<file path="config.mk">
export PLATFORM = sky130hd
export DESIGN_NAME = dmem_arbiter
export DESIGN_NICKNAME = d
export VERILOG_FILES = /design/src/rtl/dmem_arbiter.sv
export SDC_FILE = /design/constraint.sdc
export NUM_CORES = 1
export LEC_CHECK = 0
export ABC_AREA = 1
export ABC_CLOCK_PERIOD_IN_PS = 2100
export BUFFER_PORTS_ARGS = -buffer_cell sky130_fd_sc_hd__buf_2
export CAP_MARGIN = 20
export CORE_ASPECT_RATIO = 0.7
export CORE_MARGIN = 5
export CORE_UTILIZATION = 45
export CTS_BUF_LIST = sky130_fd_sc_hd__clkbuf_16
export DETAILED_ROUTE_END_ITERATION = 8
export GPL_TIMING_DRIVEN = 0
export PLACE_DENSITY = 0.77
export SETUP_SLACK_MARGIN = 0.05
export SYNTH_ARGS = -nofsm -noshare
export SYNTH_HDL_FRONTEND = slang
export SYNTH_SLANG_ARGS = --single-unit
</file>
<file path="constraint.sdc">
create_clock -name clk -period 2.1 [get_ports clk]
set_input_delay 0.42 -clock clk [delete_from_list [all_inputs] [get_ports clk]]
set_output_delay 0.42 -clock clk [all_outputs]
set_load 0.02 [all_outputs]
</file>
<file path="src/rtl/dmem_arbiter.sv">
`default_nettype none
// ============================================================================
// Module   : dmem_arbiter
// Brief    : Round-robin two-port arbiter/sequencer for a single-port data
//            memory, with access checking and saturating grant counters.
// Revision : 1.0 - initial release
// ============================================================================
module dmem_arbiter #(
    parameter int DEPTH = 256,
    parameter int CNT_W = 16
) (
    input  logic             clk,
    input  logic             reset,
    input  logic             p0_req,
    input  logic             p0_we,
    input  logic [31:0]      p0_addr,
    input  logic [31:0]      p0_wdata,
    output logic             p0_ack,
    output logic             p0_err,
    output logic [31:0]      p0_rdata,
    output logic             p0_stall,
    input  logic             p1_req,
    input  logic             p1_we,
    input  logic [31:0]      p1_addr,
    input  logic [31:0]      p1_wdata,
    output logic             p1_ack,
    output logic             p1_err,
    output logic [31:0]      p1_rdata,
    output logic [31:0]      mem_address,
    output logic [31:0]      mem_write_data,
    output logic             mem_read,
    output logic             mem_write,
    input  logic [31:0]      mem_read_data,
    output logic [CNT_W-1:0] p0_grants,
    output logic [CNT_W-1:0] p1_grants
);

    typedef enum logic [1:0] {
        ST_IDLE   = 2'd0,
        ST_ACCESS = 2'd1,
        ST_RESP   = 2'd2
    } state_t;

    localparam logic [29:0]      c_depth = 30'(DEPTH);
    localparam logic [CNT_W-1:0] c_one   = {{(CNT_W-1){1'b0}}, 1'b1};

    state_t             r_state;
    logic               r_last_grant;
    logic               r_id;
    logic               r_we;
    logic               r_bad;
    logic               r_rd;
    logic               r_wr;
    logic [31:0]        r_addr;
    logic [31:0]        r_wdata;
    logic               r_p0_ack, r_p1_ack;
    logic               r_p0_err, r_p1_err;
    logic [31:0]        r_p0_rdata, r_p1_rdata;
    logic [CNT_W-1:0]   r_p0_grants, r_p1_grants;

    logic               w_pick1;
    logic               w_sel_we;
    logic [31:0]        w_sel_addr;
    logic [31:0]        w_sel_wdata;
    logic               w_sel_bad;
    logic               w_is_read;

    // On a tie the port that did not win last time gets the slot.
    assign w_pick1     = p1_req & (~p0_req | ~r_last_grant);
    assign w_sel_we    = w_pick1 ? p1_we    : p0_we;
    assign w_sel_addr  = w_pick1 ? p1_addr  : p0_addr;
    assign w_sel_wdata = w_pick1 ? p1_wdata : p0_wdata;
    assign w_sel_bad   = (w_sel_addr[1:0] != 2'b00) | (w_sel_addr[31:2] >= c_depth);
    assign w_is_read   = ~r_bad & ~r_we;

    always_ff @(posedge clk) begin
        if (reset) begin
            r_state      <= ST_IDLE;
            r_last_grant <= 1'b1;
            r_id         <= 1'b0;
            r_we         <= 1'b0;
            r_bad        <= 1'b0;
            r_rd         <= 1'b0;
            r_wr         <= 1'b0;
            r_addr       <= '0;
            r_wdata      <= '0;
            r_p0_ack     <= 1'b0;
            r_p1_ack     <= 1'b0;
            r_p0_err     <= 1'b0;
            r_p1_err     <= 1'b0;
            r_p0_rdata   <= '0;
            r_p1_rdata   <= '0;
            r_p0_grants  <= '0;
            r_p1_grants  <= '0;
        end else begin
            case (r_state)
                ST_IDLE: begin
                    if (p0_req | p1_req) begin
                        r_id         <= w_pick1;
                        r_we         <= w_sel_we;
                        r_addr       <= w_sel_addr;
                        r_wdata      <= w_sel_wdata;
                        r_bad        <= w_sel_bad;
                        r_rd         <= ~w_sel_bad & ~w_sel_we;
                        r_wr         <= ~w_sel_bad & w_sel_we;
                        r_last_grant <= w_pick1;
                        if (w_pick1) begin
                            if (r_p1_grants != '1)
                                r_p1_grants <= r_p1_grants + c_one;
                        end else begin
                            if (r_p0_grants != '1)
                                r_p0_grants <= r_p0_grants + c_one;
                        end
                        r_state <= ST_ACCESS;
                    end
                end
                ST_ACCESS: begin
                    r_rd       <= 1'b0;
                    r_wr       <= 1'b0;
                    r_p0_ack   <= ~r_id;
                    r_p1_ack   <= r_id;
                    r_p0_err   <= ~r_id & r_bad;
                    r_p1_err   <= r_id & r_bad;
                    r_p0_rdata <= (~r_id & w_is_read) ? mem_read_data : 32'h0;
                    r_p1_rdata <= (r_id & w_is_read)  ? mem_read_data : 32'h0;
                    r_state    <= ST_RESP;
                end
                ST_RESP: begin
                    r_p0_ack   <= 1'b0;
                    r_p1_ack   <= 1'b0;
                    r_p0_err   <= 1'b0;
                    r_p1_err   <= 1'b0;
                    r_p0_rdata <= '0;
                    r_p1_rdata <= '0;
                    r_state    <= ST_IDLE;
                end
                default: r_state <= ST_IDLE;
            endcase
        end
    end

    // Strobes drop combinationally with reset so an interrupted write never lands.
    assign mem_read       = r_rd & ~reset;
    assign mem_write      = r_wr & ~reset;
    assign mem_address    = r_addr;
    assign mem_write_data = r_wdata;

    assign p0_ack    = r_p0_ack;
    assign p1_ack    = r_p1_ack;
    assign p0_err    = r_p0_err;
    assign p1_err    = r_p1_err;
    assign p0_rdata  = r_p0_rdata;
    assign p1_rdata  = r_p1_rdata;
    assign p0_stall  = p0_req & ~r_p0_ack;
    assign p0_grants = r_p0_grants;
    assign p1_grants = r_p1_grants;

endmodule
`default_nettype wire
</file>
# Word level (Yosys, flattened, before mapping)
# Index checks and enable logic that the tools add are counted.
# totals
ff_bits	172
in_bits	166
out_inout_bits	167
# op_classes
addsub	2
n_lt_le_gt_ge	1
n_eq_ne	5
muxes	17
bitwise_logic	24
n_reduce_logical	8
# op_table
op	n
32-bit two-way mux	4
32-bit one-hot mux with 2 select lines	2
16-bit by 1-bit adder with 16-bit output, second input constant	2
16-bit inequality test, second input constant	2
30-bit by 9-bit >= comparator with 1-bit output, second input constant	1
1-bit one-hot mux with 2 select lines	6
1-bit AND	11
1-bit NOT	10
4-bit AND reduction	2
2-bit nonzero test	3
2-bit one-hot mux with 2 select lines	1
2-bit AND reduction	2
1-bit two-way mux	3
1-bit OR	3
2-bit by 1-bit equality test with 1-bit output, second input constant	1
2-bit equality test, second input constant	1
2-bit logical NOT	1
2-bit two-way mux	1
2-bit inequality test, second input constant	1

# Logic depth before layout (Yosys ltp)
# Gate-level depths: netlist (run 1).
# logic_depth
depth_word	10
depth_mapped	12

# Worst setup path after synthesis (run 1)
# Ideal clock, no wire load.
# synth_timing
path_type	flip-flop to flip-flop
startpoint	register r_p0_grants[0] (netlist: p0_grants[0])
endpoint	register r_p0_grants[5] (netlist: p0_grants[5])
setup_time_ns	0.116
arrival_ns	1.682
required_time_ns	1.984
path_slack_ns	0.303
stages_incl_launch_ff	11
path_buffers	2
synth_period_minus_slack_ns	1.797
path_cell_list	dfxtp_1 > ha_1 > nand3_1 > nor2_1 > nand3b_1 > nand2_1 > nand2_2 > buf_6 > buf_6 > a21oi_1 > nor2_1
# synth_via
elab_chain_len	2
elab_cells_between_ends	3
classes_between	add/sub (1); eq/ne (1); reduce/logical (1)
# synth_lines
element	line	rtl
start, declared	59	logic [CNT_W-1:0] r_p0_grants, r_p1_grants;
start signal, assigned	112	r_p0_grants <= r_p0_grants + c_one;
branches (longest 2 deep; another with 16-bit by 1-bit adder with 16-bit output)	-	
# Several ways; the timed one is not identified.
# A chain may end at the register's enable or synchronous reset.

# Final worst setup path (run 1)
# layout_timing
startpoint	register r_state[1]
endpoint	register r_p1_rdata[22] (netlist: p1_rdata[22])
# layout_via
elab_chain_len	2
elab_cells_between_ends	4
classes_between	eq/ne (2); mux (1); reduce/logical (1)
# layout_lines
element	line	rtl
start, declared	47	state_t r_state;
start signal, assigned	78	r_state <= ST_IDLE;
start signal, assigned	114	r_state <= ST_ACCESS;
start signal, assigned	126	r_state <= ST_RESP;
2-bit equality test or 2-bit by 1-bit equality test with 1-bit output (tied branches)	96	case (r_state)
32-bit one-hot mux with 2 select lines or 2-bit nonzero test (tied branches)	-	
end signal, assigned	125	r_p1_rdata <= (r_id & w_is_read) ? mem_read_data : 32'h0;
end, declared	58	logic [31:0] r_p0_rdata, r_p1_rdata;
# Several ways; a longest one is shown, not always the timed one.

==> results of run 1 <==
cell usage after synthesis (2+ instances only):
master / count
nand4_1: 4
nand3b_1: 16
xor2_1: 9
a31oi_1: 48
buf_2: 9
nand3_1: 27
a21oi_1: 50
xnor2_1: 9
inv_1: 44
nand2_1: 274
clkbuf_1: 47
a32oi_1: 64
nand2_2: 3
dfxtp_1: 172
nor3_1: 10
buf_6: 2
nor2_4: 3
nor2_1: 113
o21ai_0: 42
ha_1: 5
buf_1: 5
inv_2: 2
buf_4: 4
metal layers:
metal,track usage [%],share of wire (%),vias up,routed length (um)
met5,0,0,-,0
met3,6.16,8.2,36,2160
met1,36.4,44,3869,11600
met2,41.0,46,367,12200
li1,-,-,4012,-
met4,7.60,1.5,0,397
power by group through the flow:
stage                     combinational (uW)  sequential (uW)  clock [uW]
after floorplan                          896             4000           0
after global placement                  1920             3730           0
after detailed placement                1940             3730           0
after CTS                               1950             3660        3450
after global routing                    2170             3690        3610
final                                   2000             3670        3410
sequential cells by signal (all words and copies together), names as in the netlist, 2 cells and up:
signal	count
mem_address	32
p0_grants	16
p0_rdata	32
r_state	2
mem_write_data	32
p1_grants	16
p1_rdata	32
kinds of logic after synthesis:
| logic type | count (synthesis) | synth area share (%) |
|---|---|---|
| AOI/OAI and AO/OA | 207 | 18.2 |
| xor gates and xnor gates | 18 | 2.14 |
| adders and majority gates | 5 | 0.848 |
| buffers and inverters | 115 | 6.44 |
| DFF | 172 | 46.7 |
| muxes | 1 | 0.136 |
| and+or+nand+nor | 455 | 25.6 |
final timing paths:
| kind | endpoint | cells past startpoint |
|---|---|---|
| max | p1_rdata[22] | 7 |
| min | mem_write_data[15] | 3 |
| max reg2reg | p1_rdata[22] | 7 |
| min reg2reg | p1_ack | 2 |
critical path, cell delays in order, from the launching register on:
cell,delay [ns]
dfxtp_1,0.36
inv_1,0.10
ha_4,0.27
clkinv_1,0.18
nor2_4,0.19
clkbuf_1,0.46
a32oi_1,0.18
nor2_1,0.12
area by class of cell:
type	count	area [um^2]	area share, %
clock buffers	17	425	4.24
flip-flops and latches	172	3450	34.4
repair buffers	332	1670	16.6
diodes	3	7.51	0.0749
multi-input cells	686	3490	34.8
well taps	225	282	2.81
inverters	48	188	1.87
plain buffers	67	308	3.07
clock inverters	14	210	2.10
per-stage QoR:
step	TNS, ns	setup slack [ns]	total power (uW)	hold WS, ns	cell area (um^2)
5_1_grt	0	0.0000697	9480	0.246	10000
3_5_place_dp	-5.11	-0.186	5670	0.458	9310
6_report	0	0.190	9090	0.249	10000
4_1_cts	0	0.0541	9070	0.235	9950
3_3_place_gp	-3.46	-0.177	5640	0.452	9310
2_1_floorplan	0	0.303	4900	0.449	7380
repair_timing:
action / 4_1_cts / 5_1_grt
endpoints found under the setup margin: 15 / 109
resized for setup: 4 / 21
gates cloned: 0 / 0
hold buffers: 0 / 0
setup buffers: 0 / 2
pin swaps: 0 / 3
==> metrics.md, run 1 <==
| Metric | Value |
|---|---|
| Leading area contributor after synthesis | `dfxtp_1` |
| Gpl congestion | `0.930` |
| Switching Share | `32.0%` |
| Clock transition at path regs | `0.07 ns` |
| Hold Crit Class | `in -> reg` |
| First-pass GRT wire length | `39.7 mm` |
| Final wirelength | `26.3 mm` |
| Clk Latency, worst-skew pair | `0.43 ns` |
| Syn avg cell area | `7.58 um^2` |
| Yosys warns | `0` |
| Final Hold Viols | `0` |
| WP data arrival | `2.27 ns` |
| DRT iter0 DRCs | `644` |
| Flop pwr share | `40.4%` |
| Worst setup path class | `reg -> reg` |
| Worst Max-Slew Pin Slew | `0.692 ns` |
| Largest net degree at the start of global routing | `17` |
| Status | `finished clean` |
| Vias in the first global route | `7559` |
| Nets@finish | `1495` |
| Slew Viols, Final | `0` |
| Fillers | `1492` |
| Wire per inst | `16.8 um` |
| Setup Skew | `0.0127 ns` |
| Non-Filler Instances | `1564` |
| Syn Std Cell Area | `0.00738 mm^2` |
| Post-synthesis cell count | `973` |
| Worst hold start | `p0_wdata[15]` |
| Post-route ant nets | `0` |
| Critical Path Fanout Max | `10` |
| Post-synthesis sequential area ratio | `46.7%` |
| CTS Buf Count | `17` |
| Antenna violations before repair | `2` |
| Final core occ | `61.9%` |
| Final period utilization | `90.9%` |
| IO buf count | `330` |
| Synth area leaders | `dfxtp_1 (47%), nand2_1 (14%), a32oi_1 (7.6%), nor2_1 (5.7%), a31oi_1 (4.1%)` |
| Max-cap violations | `0` |
| Die Width | `163 um` |
| GR Overflow Total | `0` |
| Leak pwr | `0.00462 uW` |
| Post-synth cell types | `34` |
| EDFF count, synth | `0` |
| # DRC | `0` |
| RSZ-0062 raised after global routing | `true` |
| Switch Pwr | `2910 uW` |
| Vias per inst | `5.30` |
| R2r startpoint | `r_state[1]` |
| Drt pass-1 iters | `5` |
| Clk root buf | `clkbuf_16` |
| Crit path capture type | `flip-flop` |
| VDD IR max | `515 uV` |
| Combinational cell fraction of total power | `22.0%` |
| Syn_nets | `1144` |
| FF+latch count, synth | `172` |
| Most frequent cells in the layout | `buf_2 (336), nand2_1 (274), dfxtp_1 (170), nor2_1 (110), a32oi_1 (64)` |
| CP required | `2.46 ns` |
| Minimum clock period | `1.91 ns` |
| TritonCTS clock tree | `done` |
| Clock Path Buffers | `2` |
| Crit path launch | `r_state[1]` |
| Vias | `8284` |
| Clk pwr share | `37.6%` |
| Core area | `0.0162 mm^2` |
| FFs w/ async S/R, synth | `0%` |
| Rel. slew slack | `53.5%` |
| Area delta synth->final | `35.9%` |
| Post-synth top area share | `46.7%` |
| Htree depth | `4` |
| Tot GR Track Use | `26.2%` |
| Cell Rows | `39` |
| Clk sink count | `172` |
| # setup viols final | `0` |
| Starting density of the core | `45.6%` |
| Int Pwr | `6180 uW` |
| Post-DP HPWL | `19.9 mm` |
| FF-to-FF setup slack | `0.19 ns` |
| Top FF cell, synth | `dfxtp_1` |
| Fmax | `524 MHz` |
| Placed Cells | `1528` |
| Share of cells above drive strength 1 | `30.3%` |
| Commonest non-fill, non-tap cell in the layout | `buf_2` |
| Die Area | `0.0191 mm^2` |
| Die height | `117 um` |
| Startpoint Class | `flip-flop` |
| # IOs | `333` |
| Pwr Density | `906 mW/mm^2` |
(Power assumes the default switching activity.)
==> run 2, diff against run 1 <==
Settings changed: ABC_AREA 1 to default, CELL_PAD_IN_SITES_DETAIL_PLACEMENT from default to 1, CELL_PAD_IN_SITES_GLOBAL_PLACEMENT from default to 1, CORE_UTILIZATION 45 to 34, PLACE_DENSITY 0.77 to default, PLACE_DENSITY_LB_ADDON from default to 0.1, TNS_END_PERCENT from default to 20.
==> run 2 against run 1 <==
Sequential share of layout area is 1.1 points lower. Via count is 4.1% lower. Synthesized area is 3.6% higher. Global-route usage is 2.8 points lower. Clock power is 11% lower. Core utilization is 15 points lower. Sequential power is 1% lower. Maximum frequency is 6.0% lower. Critical path type unchanged.
==> metrics.md, run 2 <==
| Metric | Value |
|---|---|
| Status | `finished clean` |
| Hold slack | `0.222 ns` |
| Fmax | `492 MHz` |
| Final period utilization | `96.7%` |
| Worst Max-Slew Pin Slew | `0.789 ns` |
| Post-synth top area share | `45.0%` |
| Syn avg cell area | `8.89 um^2` |
| Tot GR Track Use | `23.4%` |
| Final Hold Viols | `0` |
| Diodes inserted | `0` |
| Mux cell area share after synthesis | `6.33%` |
| Clk sink count | `172` |
| EDFF count, synth | `0` |
| Post-synthesis sequential area ratio | `45.0%` |
| Syn_nets | `1031` |
| Post-synthesis cell count | `860` |
| # IOs | `333` |
| Die height | `135 um` |
| Die Area | `0.0256 mm^2` |
| First-pass GRT wire length | `47.3 mm` |
| Hold Crit Class | `in -> reg` |
| Area delta synth->final | `35.5%` |
| Top FF cell, synth | `dfxtp_1` |
| Starting density of the core | `34.9%` |
| Post-synth cell types | `58` |
| Minimum clock period | `2.03 ns` |
| R2R depth | `4` |
| Die Width | `189 um` |
| Wire per inst | `20.6 um` |
| Synth Area in XOR/XNOR | `0%` |
| Worst Hold Path Cells | `3` |
| Clock Path Buffers | `2` |
| Setup ws final | `0.0684 ns` |
| DRT iter0 DRCs | `390` |
| Setup Skew | `0.00900 ns` |
| Antenna violations before repair | `4` |
| Post-place setup slack | `-0.834 ns` |
| FFs w/ async S/R, synth | `0%` |
| Startpoint Class | `flip-flop` |
| Synthesized-area fraction occupied by adder cells | `0.818%` |
| Cell Rows | `45` |
| Fillers | `2710` |
| Clk root buf | `clkbuf_16` |
| Syn Std Cell Area | `0.00765 mm^2` |
| Leading area contributor after synthesis | `dfxtp_1` |
| VDD IR max | `606 uV` |
| Setup TNS | `0 ns` |
| Vias per inst | `5.28` |
| RSZ-0062 raised after global routing | `true` |
| Nets@finish | `1384` |
| # DRC | `0` |
| Slew Viols, Final | `0` |
| Pwr Density | `828 mW/mm^2` |
| Synth area leaders | `dfxtp_1 (45%), nand2b_1 (5.7%), a21oi_1 (5.7%), nand3_1 (5.2%), mux2i_1 (4.7%)` |
| Vias in the first global route | `8402` |
| Max-cap violations | `0` |
| CP required | `2.42 ns` |
| Share of cells above drive strength 1 | `35.0%` |
| Rel. slew slack | `46.9%` |
| Simple-gate share of the synthesized area | `26.1%` |
| TritonCTS clock tree | `done` |
| Htree depth | `4` |
| Commonest non-fill, non-tap cell in the layout | `buf_2` |
| Largest net degree at the start of global routing | `17` |
| Leak pwr | `0.00452 uW` |
| Post-DP HPWL | `24.4 mm` |
| Yosys warns | `0` |
| Critical Path Fanout Max | `8` |
| Core area | `0.0219 mm^2` |
| Clock transition at path regs | `0.06 ns` |
| Crit path capture type | `flip-flop` |
| Synth Area in Compound Gates | `16.9%` |
| FF+latch count, synth | `172` |
| # setup viols final | `0` |
| Drt pass-1 iters | `7` |
| IO buf count | `330` |
| Cts hold-fix bufs | `0` |
| Gpl congestion | `0.820` |
| Final wirelength | `31.0 mm` |
| Largest family of logic cells by synthesized area | `simple AND/OR/NAND/NOR gates` |
| Worst setup path class | `reg -> reg` |
| GR Overflow Total | `0` |
| Most frequent cells in the layout | `buf_2 (338), dfxtp_1 (167), a21oi_1 (86), nor2_1 (82), nand3_1 (79)` |
| Post-route ant nets | `0` |
| WP data arrival | `2.35 ns` |
| Post-synth top cells | `dfxtp_1 (172), a21oi_1 (87), nor2_1 (82), nand3_1 (79), nand2b_1 (70)` |
| Most frequent cell after synthesis | `dfxtp_1` |
| Clk Latency, worst-skew pair | `0.43 ns` |
| Design Power | `8590 uW` |
| CTS Buf Count | `17` |
| Final core occ | `47.3%` |
| Vias | `7948` |
[run 2: cell count changes after synthesis, moves of 19 or more]
cell      change
nand2_1     -254
nor4_1       +19
inv_1        -34
nor2b_1      +46
o21ai_0      -38
a31oi_1      -48
nor2_1       -31
a211oi_1     +36
nand3_1      +52
a21oi_1      +37
nand2b_1     +70
a32oi_1      -64
mux2i_1      +35
a222oi_1     +32
[run 2: logic make-up after synthesis]
logic type                 after synthesis
AOI/OAI and AO/OA                      189
DFF                                    172
buffers and inverters                   82
and+or+nand+nor                        365
muxes                                   47
adders and majority gates                5
[run 2: report_power, final]
group	internal [uW]	switching [uW]	leakage, uW	total [uW]
Clock	1710	1320	0.000279	3030
Combinational	705	1220	0.00284	1930
Sequential	3490	141	0.00141	3630
[run 2: layout make-up]
| type | count | area, um^2 | area share [%] |
|---|---|---|---|
| clock buffer | 17 | 425 | 4.10 |
| multi-input combinational | 606 | 3930 | 37.9 |
| inverter | 11 | 41.3 | 0.398 |
| clock inverter | 13 | 113 | 1.09 |
| buffer | 69 | 348 | 3.36 |
| timing repair buffer | 336 | 1710 | 16.5 |
| tap | 282 | 353 | 3.40 |
| sequential | 172 | 3450 | 33.3 |
[run 2: critical path: stages, from the launching register on]
cell     delay, ns
dfxtp_1       0.46
nand4_4       0.21
or3_1         0.46
nor4_1        0.41
mux2_2        0.38
[run 2: timing repair]
item / CTS / global route
resized for setup: 21 / 29
setup buffers: 5 / 1
endpoints found under the setup margin: 130 / 115
pin swaps: 2 / 2
[run 2: metrics by stage]
stage | instances | instance area [um^2]
2_1_floorplan | 860 | 7660
3_3_place_gp | 1472 | 9660
3_5_place_dp | 1472 | 9660
4_1_cts | 1505 | 10300
5_1_grt | 1506 | 10400
6_report | 1506 | 10400
[run 2: final timing paths]
kind                                   start           endpoint  slack [ns]
worst min register to register  p1_rdata[29]       p1_rdata[29]        0.47
worst min-delay path             p0_wdata[5]  mem_write_data[5]        0.22
worst max register to register  p1_grants[8]      p1_grants[15]        0.07
worst max-delay path            p1_grants[8]      p1_grants[15]        0.07
[run 2: layer usage]
| metal | track usage [%] | part of all wire [%] |
|---|---|---|
| met5 | 0 | 0.17 |
| met4 | 4.34 | 0.86 |
| met3 | 7.37 | 6.1 |
| met2 | 38.6 | 47 |
| met1 | 30.6 | 46 |
